File: src/rtl/nvdla_csb_sequencer_if.sv
// CSB sequencer bus bundle: host command, NVDLA request/response and read-data stream.
// Member suffixes are from the sequencer's point of view (slave modport).
interface nvdla_csb_sequencer_if #(
    parameter int unsigned ADDR_WIDTH = 16,
    parameter int unsigned DATA_WIDTH = 32
) ();
    logic                  cmd_valid_i;
    logic                  cmd_ready_o;
    logic [ADDR_WIDTH-1:0] cmd_addr_i;
    logic [DATA_WIDTH-1:0] cmd_wdat_i;
    logic                  cmd_write_i;

    logic                  csb_valid_o;
    logic                  csb_ready_i;
    logic [ADDR_WIDTH-1:0] csb_addr_o;
    logic [DATA_WIDTH-1:0] csb_wdat_o;
    logic                  csb_write_o;
    logic                  csb_nposted_o;

    logic                  rsp_valid_i;
    logic [DATA_WIDTH-1:0] rsp_data_i;
    logic                  rsp_wr_complete_i;

    logic                  rdata_valid_o;
    logic                  rdata_ready_i;
    logic [DATA_WIDTH-1:0] rdata_o;

    modport slave (
        input  cmd_valid_i, cmd_addr_i, cmd_wdat_i, cmd_write_i,
        input  csb_ready_i, rsp_valid_i, rsp_data_i, rsp_wr_complete_i, rdata_ready_i,
        output cmd_ready_o, csb_valid_o, csb_addr_o, csb_wdat_o, csb_write_o, csb_nposted_o,
        output rdata_valid_o, rdata_o
    );

    modport master (
        output cmd_valid_i, cmd_addr_i, cmd_wdat_i, cmd_write_i,
        output csb_ready_i, rsp_valid_i, rsp_data_i, rsp_wr_complete_i, rdata_ready_i,
        input  cmd_ready_o, csb_valid_o, csb_addr_o, csb_wdat_o, csb_write_o, csb_nposted_o,
        input  rdata_valid_o, rdata_o
    );
endinterface

File: src/rtl/nvdla_csb_sequencer.sv
// Queues CSB register commands, issues them to NVDLA, tracks in-flight requests and buffers read data.
// Optional macro NVDLA_CSB_SEQ_POSTED_WR_EN: writes are posted and complete on the CSB handshake.
module nvdla_csb_sequencer #(
    parameter int unsigned ADDR_WIDTH      = 16,
    parameter int unsigned DATA_WIDTH      = 32,
    parameter int unsigned FIFO_DEPTH      = 4,
    parameter int unsigned MAX_OUTSTANDING = 4
) (
    input  logic                                 clk_i,
    input  logic                                 rst_ni,
    input  logic                                 clear_i,
    nvdla_csb_sequencer_if.slave                 bus,
    output logic [15:0]                          wr_done_cnt_o,
    output logic [15:0]                          rd_done_cnt_o,
    output logic [$clog2(MAX_OUTSTANDING+1)-1:0] outstanding_o,
    output logic                                 busy_o,
    output logic                                 err_o
);
    localparam int unsigned CPW = $clog2(FIFO_DEPTH);
    localparam int unsigned CCW = $clog2(FIFO_DEPTH + 1);
    localparam int unsigned RPW = (MAX_OUTSTANDING > 1) ? $clog2(MAX_OUTSTANDING) : 1;
    localparam int unsigned OW  = $clog2(MAX_OUTSTANDING + 1);

    typedef struct packed {
        logic                  write;
        logic [ADDR_WIDTH-1:0] addr;
        logic [DATA_WIDTH-1:0] wdat;
    } cmd_t;

    typedef enum logic [1:0] {IDLE, REQ, FLUSH} state_e;

    state_e                state_q, state_d;
    cmd_t                  cmd_mem_q [FIFO_DEPTH];
    logic [CPW-1:0]        cmd_wptr_q, cmd_wptr_d, cmd_rptr_q, cmd_rptr_d;
    logic [CCW-1:0]        cmd_cnt_q, cmd_cnt_d;
    logic [DATA_WIDTH-1:0] rd_mem_q [MAX_OUTSTANDING];
    logic [RPW-1:0]        rdf_wptr_q, rdf_wptr_d, rdf_rptr_q, rdf_rptr_d;
    logic [OW-1:0]         rdf_cnt_q, rdf_cnt_d;
    logic [OW-1:0]         outst_q, outst_d, rd_infl_q, rd_infl_d;
    logic [15:0]           wr_done_q, wr_done_d, rd_done_q, rd_done_d;
    logic                  err_q, err_d, busy_q, busy_d, cmd_ready_q, cmd_ready_d;

    cmd_t          head, head_next;
    logic          cmd_push, cmd_pop, issue_rd, issue_np, posted_wr_hs;
    logic          rsp_rd_ok, rsp_wr_ok, counting, rdf_push, rdf_pop, elig;
    logic [CCW-1:0] cmd_avail;
    logic [OW:0]    rd_budget;

    function automatic logic [RPW-1:0] rdf_inc(input logic [RPW-1:0] p);
        return (p == RPW'(MAX_OUTSTANDING - 1)) ? '0 : p + RPW'(1);
    endfunction

    // Next-state for FIFOs, counters and the issue FSM
    always_comb begin
        head         = cmd_mem_q[cmd_rptr_q];
        cmd_push     = bus.cmd_valid_i && cmd_ready_q && !clear_i;
        cmd_pop      = (state_q == REQ) && bus.csb_ready_i;
        issue_rd     = cmd_pop && !head.write;
`ifdef NVDLA_CSB_SEQ_POSTED_WR_EN
        issue_np     = issue_rd;
        posted_wr_hs = cmd_pop && head.write;
        rsp_wr_ok    = 1'b0;
`else
        issue_np     = cmd_pop;
        posted_wr_hs = 1'b0;
        rsp_wr_ok    = bus.rsp_wr_complete_i && (outst_q != rd_infl_q);
`endif
        rsp_rd_ok = bus.rsp_valid_i && (rd_infl_q != '0);
        counting  = (state_q != FLUSH) && !clear_i;
        rdf_push  = rsp_rd_ok && counting;
        rdf_pop   = (rdf_cnt_q != '0) && bus.rdata_ready_i;

        outst_d   = outst_q + OW'(issue_np) - OW'(rsp_rd_ok) - OW'(rsp_wr_ok);
        rd_infl_d = rd_infl_q + OW'(issue_rd) - OW'(rsp_rd_ok);

        cmd_wptr_d = cmd_wptr_q + CPW'(cmd_push);
        cmd_rptr_d = cmd_rptr_q + CPW'(cmd_pop);
        cmd_cnt_d  = cmd_cnt_q + CCW'(cmd_push) - CCW'(cmd_pop);
        rdf_wptr_d = rdf_push ? rdf_inc(rdf_wptr_q) : rdf_wptr_q;
        rdf_rptr_d = rdf_pop ? rdf_inc(rdf_rptr_q) : rdf_rptr_q;
        rdf_cnt_d  = rdf_cnt_q + OW'(rdf_push) - OW'(rdf_pop);

        wr_done_d = wr_done_q + 16'((rsp_wr_ok || posted_wr_hs) && counting);
        rd_done_d = rd_done_q + 16'(rdf_push);
        err_d     = err_q || (bus.rsp_valid_i && !rsp_rd_ok) || (bus.rsp_wr_complete_i && !rsp_wr_ok);

        // A same-cycle push is deliberately not visible here: no FIFO bypass
        cmd_avail = cmd_cnt_q - CCW'(cmd_pop);
        head_next = cmd_mem_q[cmd_rptr_d];
        rd_budget = (OW+1)'(rd_infl_d) + (OW+1)'(rdf_cnt_d);
`ifdef NVDLA_CSB_SEQ_POSTED_WR_EN
        elig = head_next.write || ((outst_d < OW'(MAX_OUTSTANDING)) && (rd_budget < (OW+1)'(MAX_OUTSTANDING)));
`else
        elig = (outst_d < OW'(MAX_OUTSTANDING)) &&
               (head_next.write || (rd_budget < (OW+1)'(MAX_OUTSTANDING)));
`endif

        case (state_q)
            FLUSH:   state_d = (outst_d == '0) ? IDLE : FLUSH;
            REQ:     state_d = (!bus.csb_ready_i || ((cmd_avail != '0) && elig)) ? REQ : IDLE;
            default: state_d = ((cmd_avail != '0) && elig) ? REQ : IDLE;
        endcase

        if (clear_i) begin
            state_d    = (outst_d != '0) ? FLUSH : IDLE;
            cmd_wptr_d = '0;
            cmd_rptr_d = '0;
            cmd_cnt_d  = '0;
            rdf_wptr_d = '0;
            rdf_rptr_d = '0;
            rdf_cnt_d  = '0;
            wr_done_d  = '0;
            rd_done_d  = '0;
            err_d      = 1'b0;
        end

        cmd_ready_d = (cmd_cnt_d != CCW'(FIFO_DEPTH)) && (state_d != FLUSH);
        busy_d      = (cmd_cnt_d != '0) || (rdf_cnt_d != '0) || (outst_d != '0) || (state_d != IDLE);
    end

    always_ff @(posedge clk_i or negedge rst_ni) begin
        if (!rst_ni) begin
            state_q     <= IDLE;
            cmd_wptr_q  <= '0;
            cmd_rptr_q  <= '0;
            cmd_cnt_q   <= '0;
            rdf_wptr_q  <= '0;
            rdf_rptr_q  <= '0;
            rdf_cnt_q   <= '0;
            outst_q     <= '0;
            rd_infl_q   <= '0;
            wr_done_q   <= '0;
            rd_done_q   <= '0;
            err_q       <= 1'b0;
            busy_q      <= 1'b0;
            cmd_ready_q <= 1'b0;
            for (int i = 0; i < int'(FIFO_DEPTH); i++) cmd_mem_q[i] <= '0;
            for (int i = 0; i < int'(MAX_OUTSTANDING); i++) rd_mem_q[i] <= '0;
        end else begin
            state_q     <= state_d;
            cmd_wptr_q  <= cmd_wptr_d;
            cmd_rptr_q  <= cmd_rptr_d;
            cmd_cnt_q   <= cmd_cnt_d;
            rdf_wptr_q  <= rdf_wptr_d;
            rdf_rptr_q  <= rdf_rptr_d;
            rdf_cnt_q   <= rdf_cnt_d;
            outst_q     <= outst_d;
            rd_infl_q   <= rd_infl_d;
            wr_done_q   <= wr_done_d;
            rd_done_q   <= rd_done_d;
            err_q       <= err_d;
            busy_q      <= busy_d;
            cmd_ready_q <= cmd_ready_d;
            if (cmd_push) cmd_mem_q[cmd_wptr_q] <= '{write: bus.cmd_write_i, addr: bus.cmd_addr_i, wdat: bus.cmd_wdat_i};
            if (rdf_push) rd_mem_q[rdf_wptr_q] <= bus.rsp_data_i;
        end
    end

    assign bus.cmd_ready_o   = cmd_ready_q;
    assign bus.csb_valid_o   = (state_q == REQ);
    assign bus.csb_addr_o    = head.addr;
    assign bus.csb_wdat_o    = head.wdat;
    assign bus.csb_write_o   = head.write;
`ifdef NVDLA_CSB_SEQ_POSTED_WR_EN
    assign bus.csb_nposted_o = (state_q == REQ) && !head.write;
`else
    assign bus.csb_nposted_o = (state_q == REQ);
`endif
    assign bus.rdata_valid_o = (rdf_cnt_q != '0);
    assign bus.rdata_o       = rd_mem_q[rdf_rptr_q];
    assign wr_done_cnt_o     = wr_done_q;
    assign rd_done_cnt_o     = rd_done_q;
    assign outstanding_o     = outst_q;
    assign busy_o            = busy_q;
    assign err_o             = err_q;
endmodule
File: src/flat_wrapper.sv
// flat-port wrapper written by rule: the top's interface ports become plain ports
module nvdla_csb_sequencer_flat 
#(
    parameter int unsigned ADDR_WIDTH      = 16,
    parameter int unsigned DATA_WIDTH      = 32,
    parameter int unsigned FIFO_DEPTH      = 4,
    parameter int unsigned MAX_OUTSTANDING = 4
)
  (clk_i, rst_ni, clear_i, wr_done_cnt_o, rd_done_cnt_o, outstanding_o, busy_o, err_o, bus_cmd_valid_i, bus_cmd_addr_i, bus_cmd_wdat_i, bus_cmd_write_i, bus_csb_ready_i, bus_rsp_valid_i, bus_rsp_data_i, bus_rsp_wr_complete_i, bus_rdata_ready_i, bus_cmd_ready_o, bus_csb_valid_o, bus_csb_addr_o, bus_csb_wdat_o, bus_csb_write_o, bus_csb_nposted_o, bus_rdata_valid_o, bus_rdata_o);
  nvdla_csb_sequencer_if #(.ADDR_WIDTH(ADDR_WIDTH), .DATA_WIDTH(DATA_WIDTH)) bus_i ();
  input  logic clk_i;
  input  logic rst_ni;
  input  logic clear_i;
  output logic [15:0] wr_done_cnt_o;
  output logic [15:0] rd_done_cnt_o;
  output logic [$clog2(MAX_OUTSTANDING+1)-1:0] outstanding_o;
  output logic busy_o;
  output logic err_o;
  input wire logic [$bits(bus_i.cmd_valid_i)-1:0] bus_cmd_valid_i;
  input wire logic [$bits(bus_i.cmd_addr_i)-1:0] bus_cmd_addr_i;
  input wire logic [$bits(bus_i.cmd_wdat_i)-1:0] bus_cmd_wdat_i;
  input wire logic [$bits(bus_i.cmd_write_i)-1:0] bus_cmd_write_i;
  input wire logic [$bits(bus_i.csb_ready_i)-1:0] bus_csb_ready_i;
  input wire logic [$bits(bus_i.rsp_valid_i)-1:0] bus_rsp_valid_i;
  input wire logic [$bits(bus_i.rsp_data_i)-1:0] bus_rsp_data_i;
  input wire logic [$bits(bus_i.rsp_wr_complete_i)-1:0] bus_rsp_wr_complete_i;
  input wire logic [$bits(bus_i.rdata_ready_i)-1:0] bus_rdata_ready_i;
  output wire logic [$bits(bus_i.cmd_ready_o)-1:0] bus_cmd_ready_o;
  output wire logic [$bits(bus_i.csb_valid_o)-1:0] bus_csb_valid_o;
  output wire logic [$bits(bus_i.csb_addr_o)-1:0] bus_csb_addr_o;
  output wire logic [$bits(bus_i.csb_wdat_o)-1:0] bus_csb_wdat_o;
  output wire logic [$bits(bus_i.csb_write_o)-1:0] bus_csb_write_o;
  output wire logic [$bits(bus_i.csb_nposted_o)-1:0] bus_csb_nposted_o;
  output wire logic [$bits(bus_i.rdata_valid_o)-1:0] bus_rdata_valid_o;
  output wire logic [$bits(bus_i.rdata_o)-1:0] bus_rdata_o;
  assign bus_i.cmd_valid_i = bus_cmd_valid_i;
  assign bus_i.cmd_addr_i = bus_cmd_addr_i;
  assign bus_i.cmd_wdat_i = bus_cmd_wdat_i;
  assign bus_i.cmd_write_i = bus_cmd_write_i;
  assign bus_i.csb_ready_i = bus_csb_ready_i;
  assign bus_i.rsp_valid_i = bus_rsp_valid_i;
  assign bus_i.rsp_data_i = bus_rsp_data_i;
  assign bus_i.rsp_wr_complete_i = bus_rsp_wr_complete_i;
  assign bus_i.rdata_ready_i = bus_rdata_ready_i;
  assign bus_cmd_ready_o = bus_i.cmd_ready_o;
  assign bus_csb_valid_o = bus_i.csb_valid_o;
  assign bus_csb_addr_o = bus_i.csb_addr_o;
  assign bus_csb_wdat_o = bus_i.csb_wdat_o;
  assign bus_csb_write_o = bus_i.csb_write_o;
  assign bus_csb_nposted_o = bus_i.csb_nposted_o;
  assign bus_rdata_valid_o = bus_i.rdata_valid_o;
  assign bus_rdata_o = bus_i.rdata_o;
  nvdla_csb_sequencer #(.ADDR_WIDTH(ADDR_WIDTH), .DATA_WIDTH(DATA_WIDTH), .FIFO_DEPTH(FIFO_DEPTH), .MAX_OUTSTANDING(MAX_OUTSTANDING)) u_core (.clk_i(clk_i), .rst_ni(rst_ni), .clear_i(clear_i), .bus(bus_i), .wr_done_cnt_o(wr_done_cnt_o), .rd_done_cnt_o(rd_done_cnt_o), .outstanding_o(outstanding_o), .busy_o(busy_o), .err_o(err_o));
endmodule
File: config.mk
export PLATFORM = sky130hd
export DESIGN_NAME = nvdla_csb_sequencer_flat
export DESIGN_NICKNAME = d
export VERILOG_FILES = /design/src/rtl/nvdla_csb_sequencer_if.sv /design/src/rtl/nvdla_csb_sequencer.sv /design/src/flat_wrapper.sv
export SDC_FILE = /design/constraint.sdc
export NUM_CORES = 1
export LEC_CHECK = 0
export CAP_MARGIN = 0
export CORE_MARGIN = 5
export CORE_UTILIZATION = 40
export DETAILED_ROUTE_END_ITERATION = 16
export PLACE_DENSITY = 0.66
export REMOVE_ABC_BUFFERS = 1
export SLEW_MARGIN = 10
export SYNTH_ARGS = -nofsm -noshare
export SYNTH_HDL_FRONTEND = slang
export SYNTH_SLANG_ARGS = --single-unit
export TNS_END_PERCENT = 50
File: constraint.sdc
create_clock -name clk_i -period 3.4 [get_ports clk_i]
set_input_delay 0.51 -clock clk_i [delete_from_list [all_inputs] [get_ports clk_i]]
set_output_delay 0.51 -clock clk_i [all_outputs]
set_load 0.02 [all_outputs]
; Word-level counts from Yosys, hierarchy flattened
; Cells that the tools add are included.
[totals]
ff_bits = 381
in_bits = 89
elab_cells = 142
[op_classes]
addsub = 17
order_cmp = 9
n_eq_ne = 8
mux = 34
bitwise_logic = 5
n_reduce_logical = 39
[ops]
columns = cell, count
row1 = $mux W49, 5
row2 = $bmux W49 S2, 2
row3 = $bwmux W196, 1
row4 = $bwmux W128, 1
row5 = $demux W49 S2, 1
row6 = $mux W32, 3
row7 = $bmux W32 S2, 1
row8 = $demux W32 S2, 1
row9 = $add A16 B1 Y16, 2
row10 = $mux W16, 2
row11 = $mux W2, 11
row12 = $reduce_bool A3 Y1, 6
row13 = $sub A3 B1 Y3, 6
row14 = $logic_and A1 B1 Y1, 17
row15 = $ge A3 B3 Y1 const B, 5
row16 = $not A2 Y3, 5
row17 = $add A3 B1 Y3, 4
row18 = $logic_or A1 B1 Y1, 7
row19 = $eq A2 B2 Y1 const B, 3
row20 = $lt A3 B1 Y1 const B, 2
row21 = $mux W3, 2
row22 = $reduce_bool A2 Y1, 3
row23 = $logic_not A1 Y1, 5
row24 = $add A2 B1 Y2, 2
row25 = 11 further kinds, 15

; Longest topological paths before layout
; Gate-level depths: netlist of the first run.
[logic_depth]
ltp_word = 19
mapped_depth = 16

; Worst setup path before layout of the first run
; Ideal clock, no wire load.
[synth_path]
path_type = register -> register
startpoint = register u_core.rdf_cnt_q[1]
endpoint = register u_core.busy_q (netlist: u_core.busy_o)
setup_ns = 0.139
arrival_time_ns = 3.362
required_time_ns = 3.261
path_slack_ns = -0.101
stages_incl_launch_ff = 17
path_cell_list = dfrtp_1 -> or3_1 -> nand2_1 -> inv_1 -> ha_1 -> inv_1 -> ha_1 -> inv_1 -> fa_1 -> xor2_1 -> xnor2_1 -> inv_1 -> ha_1 -> nor3_1 -> a21oi_1 -> o21ai_1 -> or4_1
[synth_via]
elab_chain_cells = 14
elab_cells_between_ends = 20
classes_between = add/sub (3) / order compare (1) / mux (5) / reduce/logical (11)
[synth_lines]
columns = item, line
row1 = "start, declared", nvdla_csb_sequencer.sv:38  ; logic [OW-1:0] rdf_cnt_q, rdf_cnt_d;
row2 = "start signal, assigned", nvdla_csb_sequencer.sv:146  ; rdf_cnt_q <= rdf_cnt_d;
row3 = $reduce_bool A3 Y1 *, --
row4 = named net bus_rdata_valid_o, flat_wrapper.sv:34  ; output wire logic [$bits(bus_i.rdata_valid_o)-1:0] bus_rdata_valid_o;
row5 = $logic_and A1 B1 Y1 *, nvdla_csb_sequencer.sv:71  ; rdf_pop = (rdf_cnt_q != '0) && bus.rdata_ready_i;
row6 = $sub A3 B1 Y3 *, nvdla_csb_sequencer.sv:81  ; rdf_cnt_d = rdf_cnt_q + OW'(rdf_push) - OW'(rdf_pop);
row7 = $add A3 B3 Y4 *, nvdla_csb_sequencer.sv:90  ; rd_budget = (OW+1)'(rd_infl_d) + (OW+1)'(rdf_cnt_d);
row8 = $lt A4 B3 Y1 *, nvdla_csb_sequencer.sv:95  ; (head_next.write || (rd_budget < (OW+1)'(MAX_OUTSTANDING)));
row9 = $logic_or A1 B1 Y1 *, nvdla_csb_sequencer.sv:95
row10 = $logic_and A1 B1 Y1 *, nvdla_csb_sequencer.sv:94  ; elig = (outst_d < OW'(MAX_OUTSTANDING)) &&
row11 = $logic_and A1 B1 Y1 *, "nvdla_csb_sequencer.sv:100, nvdla_csb_sequencer.sv:101"
row12 = $logic_or A1 B1 Y1, nvdla_csb_sequencer.sv:100  ; REQ: state_d = (!bus.csb_ready_i || ((cmd_avail != '0) && elig)) ? REQ : IDLE;
row13 = $mux W1, nvdla_csb_sequencer.sv:100
row14 = $pmux W2 S2 *, nvdla_csb_sequencer.sv:98  ; case (state_q)
row15 = $mux W2 *, nvdla_csb_sequencer.sv:104  ; if (clear_i) begin
row16 = named net u_core.state_d[0], nvdla_csb_sequencer.sv:32  ; state_e state_q, state_d;
row17 = $reduce_bool A2 Y1 *, nvdla_csb_sequencer.sv:118  ; busy_d = (cmd_cnt_d != '0) || (rdf_cnt_d != '0) || (outst_d != '0) || (state_d != IDLE);
row18 = $logic_or A1 B1 Y1 *, nvdla_csb_sequencer.sv:118
row19 = named net u_core.busy_d, nvdla_csb_sequencer.sv:41  ; logic err_q, err_d, busy_q, busy_d, cmd_ready_q, cmd_ready_d;
row20 = "end signal, assigned", nvdla_csb_sequencer.sv:152  ; busy_q <= busy_d;
row21 = "end, declared", nvdla_csb_sequencer.sv:41
; Mark *: on every way through the listed nets, which the timed path passes. The rest lies on a longest branch.
; A chain may end at the register's enable or synchronous reset.

; Final worst setup path of the first run
[layout_path]
startpoint = register u_core.rdf_cnt_q[2]
endpoint = register u_core.cmd_ready_q (netlist: u_core.bus.cmd_ready_o)
[layout_via]
elab_chain_cells = 14
elab_cells_between_ends = 16
classes_between = add/sub (3) / order compare (1) / eq/ne (1) / mux (4) / reduce/logical (7)
[layout_lines]
columns = item, line
row1 = "parallel branches: the longest is 2 deep, another holds $add A3 B1 Y3", --
row2 = $sub A3 B1 Y3 *, nvdla_csb_sequencer.sv:81
row3 = $add A3 B3 Y4 *, nvdla_csb_sequencer.sv:90
row4 = $lt A4 B3 Y1 *, nvdla_csb_sequencer.sv:95
row5 = $logic_or A1 B1 Y1 *, nvdla_csb_sequencer.sv:95
row6 = $logic_and A1 B1 Y1 *, nvdla_csb_sequencer.sv:94
row7 = $logic_and A1 B1 Y1 *, "nvdla_csb_sequencer.sv:100, nvdla_csb_sequencer.sv:101"
row8 = $logic_or A1 B1 Y1, nvdla_csb_sequencer.sv:100
row9 = $mux W1, nvdla_csb_sequencer.sv:100
row10 = $pmux W2 S2 *, nvdla_csb_sequencer.sv:98
row11 = $mux W2 *, nvdla_csb_sequencer.sv:104
row12 = named net u_core.state_d[0], nvdla_csb_sequencer.sv:32
row13 = $ne A2 B2 Y1 *, nvdla_csb_sequencer.sv:117  ; cmd_ready_d = (cmd_cnt_d != CCW'(FIFO_DEPTH)) && (state_d != FLUSH);
row14 = $logic_and A1 B1 Y1 *, nvdla_csb_sequencer.sv:117
row15 = named net u_core.cmd_ready_d, nvdla_csb_sequencer.sv:41
row16 = "end signal, assigned", nvdla_csb_sequencer.sv:153  ; cmd_ready_q <= cmd_ready_d;
row17 = "end, declared", nvdla_csb_sequencer.sv:41
; Mark *: on every way through the listed nets, which the timed path passes.

==> results of run 1 <==
through the flow:
step | total power, mW | TNS, ns | setup slack (ns)
after floorplan | 10.3 | -133.66 | -2.57
after global placement | 12.6 | -0.273 | -0.209
after detailed placement | 12.8 | -0.370 | -0.261
after CTS | 18.0 | 0 | 0.0160
after global routing | 18.8 | -0.0168 | -0.0117
final | 17.8 | 0 | 0.183
registers in the layout (all words and copies together) (netlist names), 3 cells and up:
name,count
u_core.cmd_cnt_q,3
u_core.cmd_mem_q,196
u_core.outstanding_o,3
u_core.rd_done_cnt_o,16
u_core.rd_infl_q,3
u_core.rd_mem_q,128
u_core.rdf_cnt_q,3
u_core.wr_done_cnt_o,16
cells in the final DEF (no fill, tap or decap), drive strengths merged:
master and n:
dfrtp 381, mux2 324, clkdlybuf4s50 208, mux4 82, clkbuf 67, nor2 43
buf 43, inv 29, ha 26, xnor2 21, xor2 19, nand2 19
nand3 18, nor2b 10, nor3 9, a21oi 8, nand4 6, bufinv 5
clkinv 4, fa 4, diode 3, and3 3, or4 3, o21ai 3
or3 3, a31oi 2, clkinvlp 2, nor3b 2, nor4 2, and4 1
or2 1, o21bai 1, o31a 1, nand3b 1, mux2i 1, o31ai 1
dlygate4sd3 1
timing repair:
item | in CTS | in global routing
resized for setup | 2 | 17
pin swaps | 3 | 11
endpoints found under the setup margin | 1 | 3
buffers inserted | 0 | 3
hold buffers | 1 | 0
hold endpoints to repair | 7 | 0
power groups by stage:
| stage | combinational [mW] | clock [mW] | sequential (mW) |
|---|---|---|---|
| detailed placement | 6.30 | 0 | 6.52 |
| global route | 6.87 | 5.33 | 6.61 |
| CTS | 6.35 | 5.14 | 6.47 |
| finish | 6.39 | 4.97 | 6.47 |
| floorplan | 3.87 | 0 | 6.42 |
| global placement | 6.18 | 0 | 6.47 |
cells by family (layout without fill, tap and decap cells):
| kind of cell | after synthesis | after routing | synth area share [%] |
|---|---|---|---|
| muxes | 407 | 407 | 34.2 |
| DFF | 381 | 381 | 54.8 |
| and+or+nand+nor | 121 | 121 | 3.57 |
| buffers and inverters | 87 | 359 | 2.53 |
| xor gates and xnor gates | 40 | 40 | 2.01 |
| adders and majority gates | 30 | 30 | 2.33 |
| AOI/OAI and AO/OA | 16 | 16 | 0.525 |
| other | 0 | 3 | 0 |
critical path: cells and delay by family, from the launching register on:
kind            cells  cell delay [ns]
buf+inv             5             0.31
simple gates        3             0.53
xor+xnor            2             0.35
compound gates      3             0.50
flops               1             0.37
fa+ha+maj           4             1.04
per-layer routing:
| layer | global-route usage (%) | vias up | wire length, um |
|---|---|---|---|
| met1 | 21.6 | 5139 | 17000 |
| met5 | 0 | - | 33 |
| li1 | - | 4408 | - |
| met3 | 5.57 | 63 | 2760 |
| met2 | 25.6 | 205 | 17800 |
| met4 | 4.38 | 4 | 796 |
how the worst max path moves through the flow:
| stage | from | to | slack [ns] | cells after the start |
|---|---|---|---|---|
| after floorplan | bus_cmd_valid_i | u_core.cmd_mem_q[147] | -2.57 | 3 |
| after global placement | bus_rdata_ready_i | u_core.busy_o | -0.21 | 16 |
| after detailed placement | bus_rdata_ready_i | u_core.busy_o | -0.26 | 16 |
| after CTS | u_core.rdf_cnt_q[1] | u_core.busy_o | 0.02 | 16 |
| after global routing | u_core.rdf_cnt_q[2] | u_core.bus.cmd_ready_o | -0.01 | 17 |
| final | u_core.rdf_cnt_q[2] | u_core.bus.cmd_ready_o | 0.18 | 17 |
cell type report:
cell class	count	area, um2
Fill cell	3636	21100
Sequential cell	381	9540
Multi-Input combinational cell	614	7520
Timing Repair Buffer	252	2540
Clock buffer	67	1360
Tap cell	585	732
Clock inverter	12	194
Inverter	28	113
Antenna cell	3	7.51
==> impl_metrics.yaml, run 1 <==
run_status:
  run_status: "complete, no violations"
route:
  vias_per_cell: 5.06
  drc_errors: 0
  drt-total-wl_mm: 38.4
  ant_nets: 0
  drt-pass1-iter-count: 4
  vias: 9819
  drt_iter0_drc: 406
  wl_per_cell_um: 19.8
setup_path:
  worstPathMaxFanout: 2
  end_kind: "flop"
  r2r_end: "u_core.bus.cmd_ready_o"
  worstPathCellList: "or3_4 > nand2_4 > inv_4 > ha_4 > inv_4 > ha_4 > inv_4 > fa_2 > xor2_2 > xnor2_2 > inv_1 > ha_1 > nor3_2 > a21oi_2 > o21ai_2 > buf_4 > o31a_1"
  cpMaxStageDelayCell: "or3_4"
  critical_path_required_ns: 3.84
  r2r_cells: 17
  critPathMaxStageDelay_ns: 0.40
  rr_startpoint: "u_core.rdf_cnt_q[2]"
  r2r_slack_ns: 0.18
  cp.arrival_ns: 3.65
  crit_type: "reg2reg"
  cp-start-kind: "flop"
  crit_path_frequent_cell: "inv_4"
final_layout:
  postLayoutCellArea_mm2: 0.0220
  final_cell_count_no_fill: 1942
  area_growth_pct: 26.5
  post-route-util_pct: 51.1
  final_nets: 1439
  final_layout_size_suffix_gt1_share_pct: 40.5
worst_hold_path:
  hold_end: "u_core.cmd_mem_q[37]"
  min_path_cells: 1
  min_from: "u_core.cmd_mem_q[37]"
  hold_class: "reg2reg"
sta:
  skew_ns: 0.0138
  worst_pin_slew_ns: 0.855
  finalMaxSlewViolations: 0
  hold_slack_ns: 0.498
  finalSetupViolCount: 0
  fin_crit_ns: 3.22
  slew_headroom_pct: 43.0
  finalHoldViolCount: 0
  finalCritPeriodShare_pct: 94.6
  fmax_ghz: 0.311
floorplanning:
  core-area_mm2: 0.0431
  die_y_um: 219
  dieArea_mm2: 0.0478
  start_util_pct: 40.4
  die_width_um: 219
  rows: 76
  ioPinCount: 211
clocking:
  clkTransAtPathRegs_ns: 0.06
  numCtsBuffers: 43
  cts_tree: "done"
  cts.sinks: 381
  htree_levels: 2
  insertion_delay_ns: 0.55
  cts_root_buffer: "clkbuf_16"
  clockBufferDepth: 3
placed_design:
  io_buffers: 210
  placedCellCount: 1857
  placed_cell_area_mm2: 0.0203
  gp_congestion: 0.757
  dp_hpwl_mm: 24.2
synth:
  ys.flop_type: "dfrtp_1"
  ys_seq_area_share_pct: 54.8
  synth-async-reset-ratio_pct: 100
  syn_area_mm2: 0.0174
  netlist_instances: 1082
  synth.most_common_cell: "dfrtp_1"
  ys_seq_elements: 381
  synth_top_cells_by_area: "dfrtp_1, mux2_2, mux4_2, mux2_4, ha_1"
  synth_edf_count: 0
  yosysTopAreaCell: "dfrtp_1"
  synth.distinct_cells: 39
  synth_top_area_share_pct: 54.8
  syn_avg_cell_area_um2: 16.1
  yosys_warnings: 0
  ys_top_cells_by_count: "dfrtp_1, mux2_2, mux2_4, mux4_2, nor2_1"
power_and_ir_drop:
  switching_share_pct: 29.3
  vdd_ir_drop_max_v: 0.000449
  seq_power_share_pct: 36.3
  cellLeakagePower_nw: 10.2
  switchingPower_mw: 5.23
  pwr-share-clk_pct: 27.9
  pwr-share-comb_pct: 35.8
  power_density_mw_per_mm2: 810
  power.internal_mw: 12.6
job:
  cap_viol_max_count: 0
grt:
  antenna_found_initial: 3
  grt_max_degree: 89
  grt_overflow: 0
  track_usage_pct: 16.2
  grt_pass1_wl_mm: 61.8
  first_global_vias: 10998
Power figures use the tool's default switching activity.
==> run 2: changes to the inputs <==
--- a/config.mk
+++ b/config.mk
@@ -6,6 +6,7 @@
 export NUM_CORES = 1
 export LEC_CHECK = 0
 export CAP_MARGIN = 0
+export CORE_ASPECT_RATIO = 1.25
 export CORE_MARGIN = 5
 export CORE_UTILIZATION = 40
 export DETAILED_ROUTE_END_ITERATION = 16
==> impl_metrics.yaml, run 2 (synthesized netlist as in run 1, its figures left out) <==
run_status:
  run_status: "complete, but fails checks"
  violations: "negative hold slack"
final_layout:
  final_nets: 1440
  final_cell_mix: "dfrtp_1, clkdlybuf4s50_1, mux2_2"
  diodes: 0
  reg_top3: "u_core.cmd_mem_q: 196 flops, u_core.rd_mem_q: 128 flops"
  area_growth_pct: 25.6
  largest_reg_flops: 196
  postLayoutCellArea_mm2: 0.0219
  fillers: 3633
  final_common_cell: "dfrtp_1"
  top_register: "u_core.cmd_mem_q"
  final_layout_size_suffix_gt1_share_pct: 39.8
  final_cell_count_no_fill: 1918
clocking:
  numCtsBuffers: 41
  htree_levels: 2
  ctsHoldBuffers: 0
  cts.sinks: 381
  clkTransAtPathRegs_ns: 0.06
  insertion_delay_ns: 0.56
  cts_tree: "done"
  cts_root_buffer: "clkbuf_16"
  clockBufferDepth: 3
grt:
  antenna_found_initial: 1
  first_global_vias: 11165
  grt_pass1_wl_mm: 62.4
  grt_overflow: 0
  track_usage_pct: 16.1
  grt_max_degree: 95
route:
  drt-pass1-iter-count: 4
  wl_met2_mm: 18.8
  dr.max_layer_used: "met5"
  wl_per_cell_um: 19.9
  drt-total-wl_mm: 38.2
  met3_wirelength_mm: 2.73
  drt-met1-wl_mm: 15.8
  ant_nets: 0
  drt_iter0_drc: 321
  drc_errors: 0
  vias_per_cell: 5.10
  vias: 9786
sta:
  fin_crit_ns: 3.24
  slew_headroom_pct: 44.8
  skew_ns: 0.0267
  hold_slack_ns: -0.00995
  finalMaxSlewViolations: 0
  fmax_ghz: 0.309
  finalCritPeriodShare_pct: 95.2
  finalHoldViolCount: 15
  finalSetupViolCount: 0
  fin_tns_setup_ns: 0
  worst_pin_slew_ns: 0.828
floorplanning:
  dieArea_mm2: 0.0478
  core-area_mm2: 0.0431
  die_width_um: 197
  rows: 85
  start_util_pct: 40.4
  die_y_um: 243
  ioPinCount: 211
power_and_ir_drop:
  switching_share_pct: 29.5
  vdd_ir_drop_max_v: 0.000465
  power_density_mw_per_mm2: 800
  switchingPower_mw: 5.16
  cellLeakagePower_nw: 10.1
  pwr-share-clk_pct: 27.2
  pwr-share-comb_pct: 35.9
  seq_power_share_pct: 36.8
  power.internal_mw: 12.3
setup_path:
  cp.arrival_ns: 3.64
  end_kind: "flop"
  crit_type: "reg2reg"
  worstPathMaxFanout: 2
  critical_path_required_ns: 3.80
  cp-start-kind: "flop"
placed_design:
  gp_congestion: 0.743
  io_buffers: 210
  placed_cell_area_mm2: 0.0204
  dp_hpwl_mm: 24.4
  placedCellCount: 1840
worst_hold_path:
  hold_class: "in2async"
job:
  cap_viol_max_count: 0
## run 2: power by group through the flow
stage	logic, mW	clock network [mW]	registers (mW)
floorplan	3.87	0	6.42
global placement	6.17	0	6.45
detailed placement	6.27	0	6.50
CTS	6.34	4.92	6.44
global route	6.74	5.10	6.59
finish	6.28	4.75	6.44
## run 2: worst paths after layout
path                                 startpoint                     to  cells past startpoint  slack (ns)
hold / removal                           rst_ni  u_core.cmd_mem_q[185]                      1       -0.01
min in group clk_i         u_core.cmd_mem_q[51]   u_core.cmd_mem_q[51]                      1        0.50
setup reg to reg            u_core.rdf_cnt_q[1]          u_core.busy_o                     16        0.16
max in group asynchronous                rst_ni   u_core.rdf_rptr_q[0]                      2        2.34
setup / recovery            u_core.rdf_cnt_q[1]          u_core.busy_o                     16        0.16
hold reg to reg            u_core.cmd_mem_q[51]   u_core.cmd_mem_q[51]                      1        0.50
## run 2: critical path, stage by stage (launching register included)
cell     delay, ns
dfrtp_1       0.38
or3_4         0.39
nand2_2       0.08
inv_1         0.08
ha_4          0.22
inv_1         0.06
ha_1          0.13
inv_1         0.04
fa_1          0.36
xor2_1        0.16
xnor2_1       0.19
inv_1         0.07
ha_1          0.27
nor3_1        0.04
a21oi_1       0.15
o21ai_1       0.10
or4_1         0.40
## run 2: cell type report
type | instances | area (um2) | share of cell area, %
Clock buffer | 54 | 1170 | 5.34
Clock inverter | 21 | 279 | 1.28
Inverter | 28 | 105 | 0.481
Multi-Input combinational cell | 614 | 7470 | 34.2
Sequential cell | 381 | 9540 | 43.6
Tap cell | 565 | 707 | 3.23
Timing Repair Buffer | 255 | 2590 | 11.8
## run 2: timing repair
item	CTS	global route
buffers inserted	1	2
endpoints found under the setup margin	1	2
gates resized for setup	1	3
pin swaps	3	4
endpoints found under the hold margin	0	0
## run 2: metrics by stage
step	utilization [%]	setup WS, ns	total power [mW]
3_5_place_dp	47.3	-0.355	12.8
5_1_grt	50.7	-0.00382	18.4
6_report	50.7	0.165	17.5
2_1_floorplan	-	-2.57	10.3
4_1_cts	50.7	0.00919	17.7
3_3_place_gp	47.3	-0.279	12.6
## run 2: layer usage
metal / up-vias / track usage (%)
met3: 52 / 5.41
met2: 201 / 27.0
met5: - / 0
met4: 2 / 4.25
met1: 5139 / 20.2
li1: 4392 / -
